===== src/rtl/mem_stage_ctrl.sv =====
// mem_stage_ctrl: MEM stage of the 5-stage pipeline.
// Runs a req/ack data-memory handshake for loads and stores, and stalls the
// upstream stages while an access is outstanding. It also holds the MEM/WB
// pipeline register. Non-memory instructions pass through in one cycle.
// Optional feature macro: MEM_TIMEOUT_EN. When it is defined, an access that
// is never acknowledged is aborted after TIMEOUT_CYCLES busy cycles.
module mem_stage_ctrl #(
  parameter int DATA_W         = 32,
  parameter int TIMEOUT_CYCLES = 64,
  parameter int CNT_W          = 8
) (
  input  logic              clk_i,
  input  logic              rst_i,
  input  logic              MemToReg_i,
  input  logic              RegWrite_i,
  input  logic              MemRead_i,
  input  logic              MemWrite_i,
  input  logic [DATA_W-1:0] addr_i,
  input  logic [DATA_W-1:0] wdata_i,
  input  logic [4:0]        rd_i,
  output logic              mem_req_o,
  output logic              mem_we_o,
  output logic [DATA_W-1:0] mem_addr_o,
  output logic [DATA_W-1:0] mem_wdata_o,
  input  logic              mem_ack_i,
  input  logic [DATA_W-1:0] mem_rdata_i,
  output logic              stall_o,
  output logic              RegWrite_o,
  output logic              MemToReg_o,
  output logic [DATA_W-1:0] rdata_o,
  output logic [DATA_W-1:0] alu_o,
  output logic [4:0]        rd_o,
  output logic              err_o
);

  typedef enum logic [1:0] {
    IDLE = 2'd0,
    BUSY = 2'd1,
    DONE = 2'd2
  } state_t;

  state_t            state;
  logic [DATA_W-1:0] rdata_q;
  logic              access;
  logic              timed_out;

  // The wait counter must be able to hold TIMEOUT_CYCLES.
  if (2 ** CNT_W <= TIMEOUT_CYCLES) begin : g_cnt_w_check
    $error("mem_stage_ctrl: CNT_W too narrow for TIMEOUT_CYCLES");
  end

  assign access = MemRead_i | MemWrite_i;

  // The request follows the state register directly. An asynchronous reset
  // out of BUSY therefore drops the request immediately.
  assign mem_req_o = (state == BUSY);

  // Freeze upstream from the cycle the access is seen until the ack arrives.
  // DONE releases the stall, so EX/MEM advances on the same edge at which the
  // result is written into MEM/WB.
  assign stall_o = rst_i & (((state == IDLE) & access) | (state == BUSY));

`ifdef MEM_TIMEOUT_EN
  logic [CNT_W-1:0] wait_cnt;
  logic             err_q;

  assign err_o     = err_q;
  assign timed_out = (state == DONE) & err_q;
`else
  assign err_o     = 1'b0;
  assign timed_out = 1'b0;
`endif

  // Access FSM: latch the request in IDLE, wait for the ack in BUSY,
  // then present the result for one cycle in DONE.
  always_ff @(posedge clk_i or negedge rst_i) begin
    if (!rst_i) begin
      state       <= IDLE;
      mem_we_o    <= 1'b0;
      mem_addr_o  <= '0;
      mem_wdata_o <= '0;
      rdata_q     <= '0;
`ifdef MEM_TIMEOUT_EN
      wait_cnt    <= '0;
      err_q       <= 1'b0;
`endif
    end else begin
      case (state)
        IDLE: begin
          if (access) begin
            state       <= BUSY;
            // A store takes priority when both read and write are flagged.
            mem_we_o    <= MemWrite_i;
            // The byte offset is dropped; misalignment does not trap.
            mem_addr_o  <= {addr_i[DATA_W-1:2], 2'b00};
            mem_wdata_o <= wdata_i;
            rdata_q     <= '0;
`ifdef MEM_TIMEOUT_EN
            wait_cnt    <= '0;
            err_q       <= 1'b0;
`endif
          end
        end
        BUSY: begin
          if (mem_ack_i) begin
            state   <= DONE;
            rdata_q <= mem_we_o ? '0 : mem_rdata_i;
          end
`ifdef MEM_TIMEOUT_EN
          // An ack in the final allowed cycle still completes normally.
          else if (wait_cnt == CNT_W'(TIMEOUT_CYCLES - 1)) begin
            state   <= DONE;
            rdata_q <= DATA_W'(32'hDEADBEEF);
            err_q   <= 1'b1;
          end else begin
            wait_cnt <= wait_cnt + CNT_W'(1);
          end
`endif
        end
        DONE: begin
          state <= IDLE;
`ifdef MEM_TIMEOUT_EN
          err_q <= 1'b0;
`endif
        end
        default: state <= IDLE;
      endcase
    end
  end

  // ---- MEM/WB boundary ----
  // The MEM/WB register loads on every edge. A stall inserts a bubble.
  // Otherwise it captures the EX/MEM fields, plus the load data when DONE.
  always_ff @(posedge clk_i or negedge rst_i) begin
    if (!rst_i) begin
      RegWrite_o <= 1'b0;
      MemToReg_o <= 1'b0;
      rd_o       <= '0;
      alu_o      <= '0;
      rdata_o    <= '0;
    end else if (stall_o) begin
      RegWrite_o <= 1'b0;
      MemToReg_o <= 1'b0;
      rd_o       <= '0;
      alu_o      <= '0;
      rdata_o    <= '0;
    end else begin
      // An aborted access must not update the register file.
      RegWrite_o <= RegWrite_i & ~timed_out;
      MemToReg_o <= MemToReg_i;
      rd_o       <= rd_i;
      alu_o      <= addr_i;
      rdata_o    <= (state == DONE) ? rdata_q : '0;
    end
  end

endmodule


===== config.mk =====
export PLATFORM = sky130hd
export DESIGN_NAME = mem_stage_ctrl
export DESIGN_NICKNAME = d
export VERILOG_FILES = /design/src/rtl/mem_stage_ctrl.sv
export SDC_FILE = /design/constraint.sdc
export NUM_CORES = 1
export LEC_CHECK = 0
export ABC_CLOCK_PERIOD_IN_PS = 2200
export CAP_MARGIN = 0
export CORE_ASPECT_RATIO = 0.5
export CORE_MARGIN = 2
export CORE_UTILIZATION = 30
export CTS_CLUSTER_SIZE = 16
export DETAILED_ROUTE_END_ITERATION = 10
export HOLD_SLACK_MARGIN = 0.06
export SYNTH_ARGS = -nofsm -noshare
export SYNTH_HDL_FRONTEND = slang
export SYNTH_SLANG_ARGS = --single-unit
export TNS_END_PERCENT = 1

===== constraint.sdc =====
create_clock -name clk_i -period 2.2 [get_ports clk_i]
set_input_delay 0.66 -clock clk_i [delete_from_list [all_inputs] [get_ports clk_i]]
set_output_delay 0.66 -clock clk_i [all_outputs]
set_load 0.01 [all_outputs]

==> run_results.csv <==
group,metric,value,unit
outcome,status,"completed",
placed_design,io_buffers,243,
synthesis,yosys_warnings,0,
synthesis,synth_xor_area_share,0,%
detailed_routing,avgRoutedWirePerCell,16.2,um
timing,max_slew_margin,37.4,%
global_route,grt_max_degree,74,
finish,antenna-diode-count,0,
timing,tns,0,ps
clock_tree,cts_setup_buffers,0,
placed_design,dp_hpwl,11.3,mm
floorplan,fp-row-count,37,
finish,final_cell_mix,"clkdlybuf4s50_1, dfrtp_1, mux2_4",
global_route,grt_first_pass_wirelength,24.6,mm
clock_tree,clk_pin_slew,60,ps
placed_design,dpl_worst_slack,-555,ps
power_and_ir_drop,cellPowerDensity,1290,nW/um^2
clock_tree,cts-buffers-inserted,17,
worst_setup_path,critPathArrivalTime,1440,ps
timing,period_minus_slack,2100,ps
finish,ff_latch_area,4200,um^2
floorplan,die_area,22700,um^2
worst_setup_path,path_cells,"clkdlybuf4s50_1",
detailed_routing,dr.pass1.iters,4,
job,max_cap_viol_count,0,
worst_setup_path,crit_type,"reg2out",
synthesis,synth_top_family_by_area,"multiplexers",
clock_tree,clkSinkCount,168,
synthesis,synthMuxAreaShare,19.3,%
worst_setup_path,slowest_stage,"clkdlybuf4s50_1",
floorplan,core_area,20800,um^2
synthesis,synth_area_per_cell,14.8,um^2
detailed_routing,routed_wl,15.9,mm
clock_tree,insertion_delay,430,ps
detailed_routing,drc,0,
floorplan,pin_count,247,
hold_path,hp-class,"in2async",
finish,layout.nets,800,
synthesis,syn_inst,434,
worst_setup_path,critPathMaxStageDelay,600,ps
floorplan,dieHeight,107,um
synthesis,synth_compound_area_share,0.682,%
timing,worst_slew_pin_slew,938,ps
placed_design,place_congestion,0.722,
detailed_routing,vias_per_cell,4.10,
power_and_ir_drop,leakage,4.48,nW
timing,skew,6.49,ps
global_route,grt_overflow,0,
floorplan,initial_core_util,30.9,%
worst_setup_path,crit_required,1540,ps
finish,drive_above_1_share,17.0,%
timing,timing.final.ws_setup,97.8,ps
timing,clock.fmax,0.476,GHz
synthesis,yosys.cell_types.count,20,
synthesis,synth_fa_ha_area_share,0,%
power_and_ir_drop,peakVddDrop,0.000426,V
clock_tree,clk_root_buffer_cell,"clkbuf_16",
clock_tree,htreeDepth,4,
synthesis,yosys.area_share.simple,9.75,%
worst_setup_path,path_max_fanout,3,
synthesis,ys_ff_latch,168,
detailed_routing,first_iter_violations,100,
global_route,track_usage,14.6,%
detailed_routing,num_vias,4008,
synthesis,yosysSeqAreaShare,65.5,%
global_route,antenna_found_initial,0,
clock_tree,cts_hold_buf,0,
worst_setup_path,path_buf_inv,1,
timing,finalSetupViolations,0,
finish,final_common_cell,"clkdlybuf4s50_1",
worst_setup_path,end_kind,"primary output",
timing,final_hold_viol_count,0,
timing,holdWs,200,ps
timing,rsz0062_at_grt,"no",
finish,area_growth,54.2,%
clock_tree,cts_tree,"yes",
finish,fillCellCount,1870,
finish,fin_util,47.6,%
clock_tree,cts_buffer_depth,2,
worst_setup_path,crit_path_start_kind,"flip-flop",
detailed_routing,drtAntennaViolNets,0,
timing,finalCritPeriodShare,95.6,%
synthesis,mappedNetlistArea,6420,um^2
worst_setup_path,crit_family,"buffers and inverters",
timing,slew_violations,0,
finish,multiInputGateArea,1950,um^2
global_route,grt_pass1_vias,4279,
floorplan,dieWidth,211,um
## Yosys cell counts, drive strengths merged
library cell  number  area (um^2)
a211oi             1         20.0
a21o               1         7.51
a22o               1         8.76
and2              33          206
buf               17          155
clkbuf             6         22.5
conb               1         3.75
dfrtp            168         4200
inv               33          124
mux2              62          920
mux2i             32          320
nand2             33          124
nor2               1         3.75
nor2b             41          257
nor3               1         10.0
nor3b              2         25.0
o21a               1         7.51
## final timing paths
path / endpoint / cells after the start / startpoint / slack, ps
min in group clk_i: rdata_o[25] / 1 / rdata_q[25] / 470
max: mem_we_o / 1 / mem_we_o / 100
max in group asynchronous: rdata_q[0] / 3 / rst_i / 760
min reg2reg: rdata_o[25] / 1 / rdata_q[25] / 470
max reg2reg: mem_wdata_o[1] / 4 / state[1] / 470
min: mem_addr_o[22] / 2 / rst_i / 200
## layer usage
layer | global-route usage (%) | share of wire [%] | up-vias
met5 | 0 | 0 | -
met4 | 6.04 | 1.6 | 0
met3 | 3.79 | 2.8 | 16
met2 | 25.0 | 53 | 68
met1 | 17.7 | 43 | 2037
li1 | - | - | 1887
## power by group
group          internal, W  total (W)  switching [W]
clock network      0.00215    0.00339        0.00124
logic              0.00295    0.00482        0.00188
registers          0.00405    0.00456       0.000510
total              0.00915     0.0128        0.00362
## what timing repair did
action | CTS | global route
pin swaps | 1 | 0
endpoints found under the setup margin | 2 | 1
resized for setup | 11 | 1
gates cloned | 0 | 0
## kinds of logic (layout without fill, tap and decap cells)
| kind of cell | count (synthesis) | in the layout |
|---|---|---|
| simple gates | 111 | 111 |
| other cells | 1 | 3 |
| buf+inv | 56 | 325 |
| flops | 168 | 168 |
| compound gates | 4 | 4 |
| mux | 94 | 94 |
## sequential cells by signal, summed over array words and instances (netlist names)
signal       count
mem_wdata_o     32
rd_o             5
alu_o           32
mem_we_o         1
MemToReg_o       1
rdata_q         32
rdata_o         32
state            2
RegWrite_o       1
mem_addr_o      30
## metrics by stage
stage	power [W]	instance area, um^2	instances
2_1_floorplan	0.00712	6430	436
3_3_place_gp	0.00942	9220	946
3_5_place_dp	0.00949	9220	946
4_1_cts	0.0130	9890	978
5_1_grt	0.0135	9900	978
6_report	0.0128	9900	978
## area by class of cell
type | count | area share (%)
clock inverter | 13 | 2.28
tap | 273 | 3.45
multi-input combinational | 212 | 19.7
sequential | 168 | 42.5
timing repair buffer | 260 | 26.3
clock buffer | 19 | 4.48
inverter | 33 | 1.25
Note: power is estimated with default switching activity, not from simulation.
